===== src/rtl/mem_sub_unit_arbiter.sv =====
// Round-robin arbiter sharing one memory sub-unit among NUM_REQ requesters, with in-order read-return routing.
// Latency: requests forward to the responder in the same cycle; read data returns to its owner in the same cycle it arrives.
// Backpressure: req_ready falls when mem_ready is low or MAX_INFLIGHT reads are outstanding; a same-cycle return does not lift full.
module mem_sub_unit_arbiter #(
  parameter int NUM_REQ      = 2,
  parameter int MAX_INFLIGHT = 4
) (
  input  logic                   clk,
  input  logic                   rst,
  input  logic [NUM_REQ-1:0]     req_new_request,
  input  logic [NUM_REQ*32-1:0]  req_addr,
  input  logic [NUM_REQ*32-1:0]  req_data_in,
  input  logic [NUM_REQ-1:0]     req_re,
  input  logic [NUM_REQ-1:0]     req_we,
  input  logic [NUM_REQ*4-1:0]   req_be,
  output logic [NUM_REQ-1:0]     req_ready,
  output logic [NUM_REQ-1:0]     req_data_valid,
  output logic [31:0]            req_data_out,
  output logic                   mem_new_request,
  output logic                   mem_re,
  output logic                   mem_we,
  output logic [31:0]            mem_addr,
  output logic [31:0]            mem_data_in,
  output logic [3:0]             mem_be,
  input  logic                   mem_ready,
  input  logic                   mem_data_valid,
  input  logic [31:0]            mem_data_out,
  output logic                   idle,
  output logic                   protocol_error
);

  localparam int PW = (NUM_REQ > 1) ? $clog2(NUM_REQ) : 1;
  localparam int AW = $clog2(MAX_INFLIGHT);
  localparam int CW = AW + 1;
  localparam logic [CW-1:0] FULL_CNT = CW'(MAX_INFLIGHT);

  logic [PW-1:0] rr_ptr_q, rr_ptr_d;
  logic [CW-1:0] count_q, count_d;
  logic [AW-1:0] wr_ptr_q, wr_ptr_d;
  logic [AW-1:0] rd_ptr_q, rd_ptr_d;
  logic          protocol_error_q, protocol_error_d;
  logic [PW-1:0] owner_q [MAX_INFLIGHT];
  logic [PW-1:0] owner_d [MAX_INFLIGHT];

  logic          full;
  logic          can_accept;
  logic          grant_vld;
  logic [PW-1:0] grant_idx;
  logic          push;
  logic          pop;

  assign full       = (count_q == FULL_CNT);
  assign can_accept = mem_ready & ~full;

  // Walk requesters in round-robin order from rr_ptr; each one is ready only if nobody ahead of it is strobing.
  always_comb begin
    logic          blocked;
    logic [PW:0]   sum;
    logic [PW-1:0] idx;
    req_ready = '0;
    grant_vld = 1'b0;
    grant_idx = '0;
    blocked   = 1'b0;
    sum       = '0;
    idx       = '0;
    for (int k = 0; k < NUM_REQ; k++) begin
      sum = {1'b0, rr_ptr_q} + (PW+1)'(k);
      if (sum >= (PW+1)'(NUM_REQ)) sum = sum - (PW+1)'(NUM_REQ);
      idx = sum[PW-1:0];
      req_ready[idx] = can_accept & ~blocked;
      if (req_new_request[idx] && can_accept && !blocked) begin
        grant_vld = 1'b1;
        grant_idx = idx;
      end
      blocked = blocked | req_new_request[idx];
    end
  end

  // Forward the winner's fields straight through to the responder; outputs are zero when nothing is granted.
  always_comb begin
    mem_new_request = grant_vld;
    mem_re          = 1'b0;
    mem_we          = 1'b0;
    mem_addr        = '0;
    mem_data_in     = '0;
    mem_be          = '0;
    for (int i = 0; i < NUM_REQ; i++) begin
      if (grant_vld && grant_idx == PW'(i)) begin
        mem_re      = req_re[i];
        mem_we      = req_we[i];
        mem_addr    = req_addr[i*32 +: 32];
        mem_data_in = req_data_in[i*32 +: 32];
        mem_be      = req_be[i*4 +: 4];
      end
    end
  end

  // Return routing: the FIFO head names the owner of the data arriving now; a return with nothing outstanding is an error.
  always_comb begin
    pop            = mem_data_valid && (count_q != '0);
    req_data_valid = '0;
    if (pop) req_data_valid[owner_q[rd_ptr_q]] = 1'b1;
    req_data_out   = mem_data_out;
    idle           = (count_q == '0);
    protocol_error = protocol_error_q;
  end

  // Next-state: pointer advance, owner FIFO push/pop (read-and-write requests count as reads), sticky error.
  always_comb begin
    push             = grant_vld & mem_re;
    rr_ptr_d         = rr_ptr_q;
    count_d          = count_q;
    wr_ptr_d         = wr_ptr_q;
    rd_ptr_d         = rd_ptr_q;
    owner_d          = owner_q;
    protocol_error_d = protocol_error_q | (mem_data_valid & (count_q == '0));
    if (grant_vld) begin
      if (grant_idx == PW'(NUM_REQ - 1)) rr_ptr_d = '0;
      else                               rr_ptr_d = grant_idx + PW'(1);
    end
    if (push) begin
      owner_d[wr_ptr_q] = grant_idx;
      wr_ptr_d          = wr_ptr_q + AW'(1);
    end
    if (pop) rd_ptr_d = rd_ptr_q + AW'(1);
    if (push && !pop)      count_d = count_q + CW'(1);
    else if (pop && !push) count_d = count_q - CW'(1);
  end

  // Control state with synchronous active-low reset; reset drops every outstanding owner entry.
  always_ff @(posedge clk) begin
    if (!rst) begin
      rr_ptr_q         <= '0;
      count_q          <= '0;
      wr_ptr_q         <= '0;
      rd_ptr_q         <= '0;
      protocol_error_q <= 1'b0;
    end else begin
      rr_ptr_q         <= rr_ptr_d;
      count_q          <= count_d;
      wr_ptr_q         <= wr_ptr_d;
      rd_ptr_q         <= rd_ptr_d;
      protocol_error_q <= protocol_error_d;
    end
  end

  // Owner storage needs no reset: entries are only read below the registered count.
  always_ff @(posedge clk) begin
    owner_q <= owner_d;
  end

endmodule

===== config.mk =====
export PLATFORM = sky130hd
export DESIGN_NAME = mem_sub_unit_arbiter
export DESIGN_NICKNAME = d
export VERILOG_FILES = /design/src/rtl/mem_sub_unit_arbiter.sv
export SDC_FILE = /design/constraint.sdc
export NUM_CORES = 1
export LEC_CHECK = 0
export CORE_AREA = 2 2 111 113
export CTS_CLUSTER_DIAMETER = 40
export CTS_CLUSTER_SIZE = 14
export DETAILED_ROUTE_END_ITERATION = 10
export DIE_AREA = 0 0 113 115
export PLACE_DENSITY = 0.62
export SYNTH_ARGS = -nofsm -noshare
export SYNTH_HDL_FRONTEND = slang
export SYNTH_SLANG_ARGS = --single-unit

===== constraint.sdc =====
create_clock -name clk -period 3.39 [get_ports clk]
set_clock_uncertainty 0.2 [all_clocks]
set_input_delay 0.678 -clock clk [delete_from_list [all_inputs] [get_ports clk]]
set_output_delay 0.678 -clock clk [all_outputs]
set_load 0.005 [all_outputs]

==> reports/metrics.csv <==
metric;value;unit
yosysWarnings;0;
p_clk_share;16.2;%
syn_area_per_cell;7.06;sq um
path_max_fanout;37;
ys_types;32;
die_h;115;um
num_antenna_cells;0;
synthCells;263;
syn_area;1860;sq um
rsz0062_at_grt;false;
cts_hold_buf;0;
seq_area_frac_synth;16.2;%
hpwl;6920;um
clockBufferDepth;2;
hp-start;protocol_error$_SDFF_PN0_;
cp.required;2.51;ns
pin_count;287;
fmax;0.315;GHz
io_buffers;222;
drt_pass1_iterations;7;
ys_ff_latch;13;
netSwitchingFraction;33.2;%
fin_ws;0.219;ns
violations;design-rule violations;
grt_pass1_wl;12600;um
p_switching;0.455;mW
setup_viol;0;
fp.dieArea;13000;sq um
clockRootBuffer;clkbuf_16;
place.gp.congestion;0.838;
end_kind;output port;
arrival;2.29;ns
hold_depth;2;
synth_nets;447;
cts_sinks;13;
die_w;113;um
drt_iter0_markers;121;
worst_pin_slew;0.472;ns
syn2layout_area_growth;122;%
wl;8410;um
min_period;3.17;ns
wl_per_cell;14.3;um
seq_power_share;17.3;%
hold_violations;0;
timing.rr.end;count_q[2]$_SDFFE_PN0P_;
final_nets;626;
pwr_density_cell;333;nW/um^2
antenna_found_initial;0;
core_area;11800;sq um
cap_viol_max_count;0;
critPathLaunchType;primary input;
rrSetupSlack;0.92;ns
drt_drc_violations_left;10;
tritoncts;built;
worst-r2r-cell-count;9;
cts_buffers;3;
async_flop_share;0;%
r2r_start;rr_ptr_q$_SDFFE_PN0P_;
whs_endpoint;protocol_error$_SDFF_PN0_;
ys.flop_type;dfxtp_1;
fin_crit_sh;93.5;%
instances_no_fill;588;
initial_utilization;15.7;%
max-vdd-ir-drop;150;uV
clk_latency;0.24;ns
drv_slew;0;
overflow;0;
viasPerCell;4.37;
grt_pass1_vias;2561;
holdCritPathClass;register to register;
pre_cts_slack;-0.0153;ns
p_int;0.916;mW
total_leakage_power;1.51;nW
crit_type;primary input to output port;
synth_edf_count;4;
htree_levels;1;
postRouteAntennaNets;0;
drive_above_1_share;4.08;%
final_util;34.9;%
grt_max_degree;44;
rows;40;
timing.slew.headroom;68.5;%
dp_cells;584;
comb_power_share;66.5;%
track_usage;11.7;%
status;finished with violations;
vias;2567;
clkTransAtPathRegs;0.04;ns
p_total;1.37;mW
## area by class of cell
class | count | area, sq um
sequential | 13 | 300
inverter | 5 | 18.8
tap | 147 | 184
fill | 1216 | 7690
multi-input combinational | 189 | 1190
clock buffer | 4 | 78.8
timing repair buffer | 230 | 2350
## flip-flops by register name, indices dropped and copies added, names as in the netlist
signal          cells
owner_q             4
count_q             3
rd_ptr_q            2
wr_ptr_q            2
protocol_error      1
rr_ptr_q            1
## cell families after synthesis
kind of cell	count (synthesis)	synth area share [%]
compound gates	79	32.6
fa+ha+maj	6	4.44
mux	3	2.29
simple gates	97	22.6
flops	13	16.2
buf+inv	61	20.1
xor+xnor	4	1.89
## metal layers
layer  up-vias  GRT usage (%)  wire (um)
met5         -              0          0
li1       1254              -          -
met1      1164           12.9       3060
met4         0           2.28         87
met2       140           22.6       4500
met3         9           3.37        760
## critical path: stages
cell and delay [ns]:
clkdlybuf4s50_1 0.50, o31ai_4 0.14, buf_4 0.28, nor2_1 0.15, clkdlybuf4s50_1 0.52
## layout by cell type (no fill, tap or decap), drive strengths merged
cell / count
ha: 5
nand2: 3
and2: 8
a21boi: 3
buf: 8
fa: 1
mux2i: 2
a21oi: 2
a32oi: 1
nor2: 75
xnor2: 3
nand2b: 2
o31ai: 1
edfxtp: 4
o21ai: 2
nand3b: 1
xor2: 1
o221a: 1
dlymetal6s2s: 1
inv: 5
clkdlybuf4s50: 220
nor2b: 5
or3: 2
clkbuf: 4
dfxtp: 9
nor3: 1
dlygate4sd2: 1
a22oi: 69
mux4: 1
## what timing repair did
item,4_1_cts,5_1_grt
setup endpoints to repair,1,59
pin swaps,0,1
setup buffers,0,0
gates resized for setup,1,1
## Yosys cell counts, drive strengths merged (4+ instances only)
master / instances / share of area (%)
inv: 5 / 1.0
and2: 8 / 2.7
edfxtp: 4 / 6.5
nor2b: 5 / 1.7
buf: 48 / 17
a22oi: 69 / 28
ha: 5 / 3.4
clkbuf: 8 / 1.7
dfxtp: 9 / 9.7
nor2: 75 / 15
## power groups by stage
stage	Combinational, mW	Clock, mW	Sequential (mW)
2_1_floorplan	0.416	0	0.232
3_3_place_gp	0.904	0	0.237
3_5_place_dp	0.919	0	0.239
4_1_cts	0.924	0.228	0.237
5_1_grt	0.992	0.237	0.243
6_report	0.912	0.223	0.237
## per-stage QoR
step	instance area, sq um	setup TNS (ns)	hold slack (ns)
after global routing	4120	0	0.315
final	4120	0	0.284
after global placement	4040	0	0.267
after detailed placement	4040	-0.0153	0.279
after floorplan	1860	0	0.268
after CTS	4120	0	0.291
## worst max-delay path by stage
stage                  startpoint                       to  slack [ns]  cells after the start
2_1_floorplan  req_new_request[0]  count_q[2]$_SDFFE_PN0P_        0.71                      9
3_3_place_gp   req_new_request[0]             mem_addr[24]        0.03                      6
3_5_place_dp   req_new_request[0]             mem_addr[24]       -0.02                      6
4_1_cts        req_new_request[1]             mem_addr[24]       0.007                      6
5_1_grt                 mem_ready             mem_addr[11]        0.09                      5
6_report                mem_ready           mem_data_in[5]        0.22                      5
No activity file was read; power rests on OpenSTA's default activity.
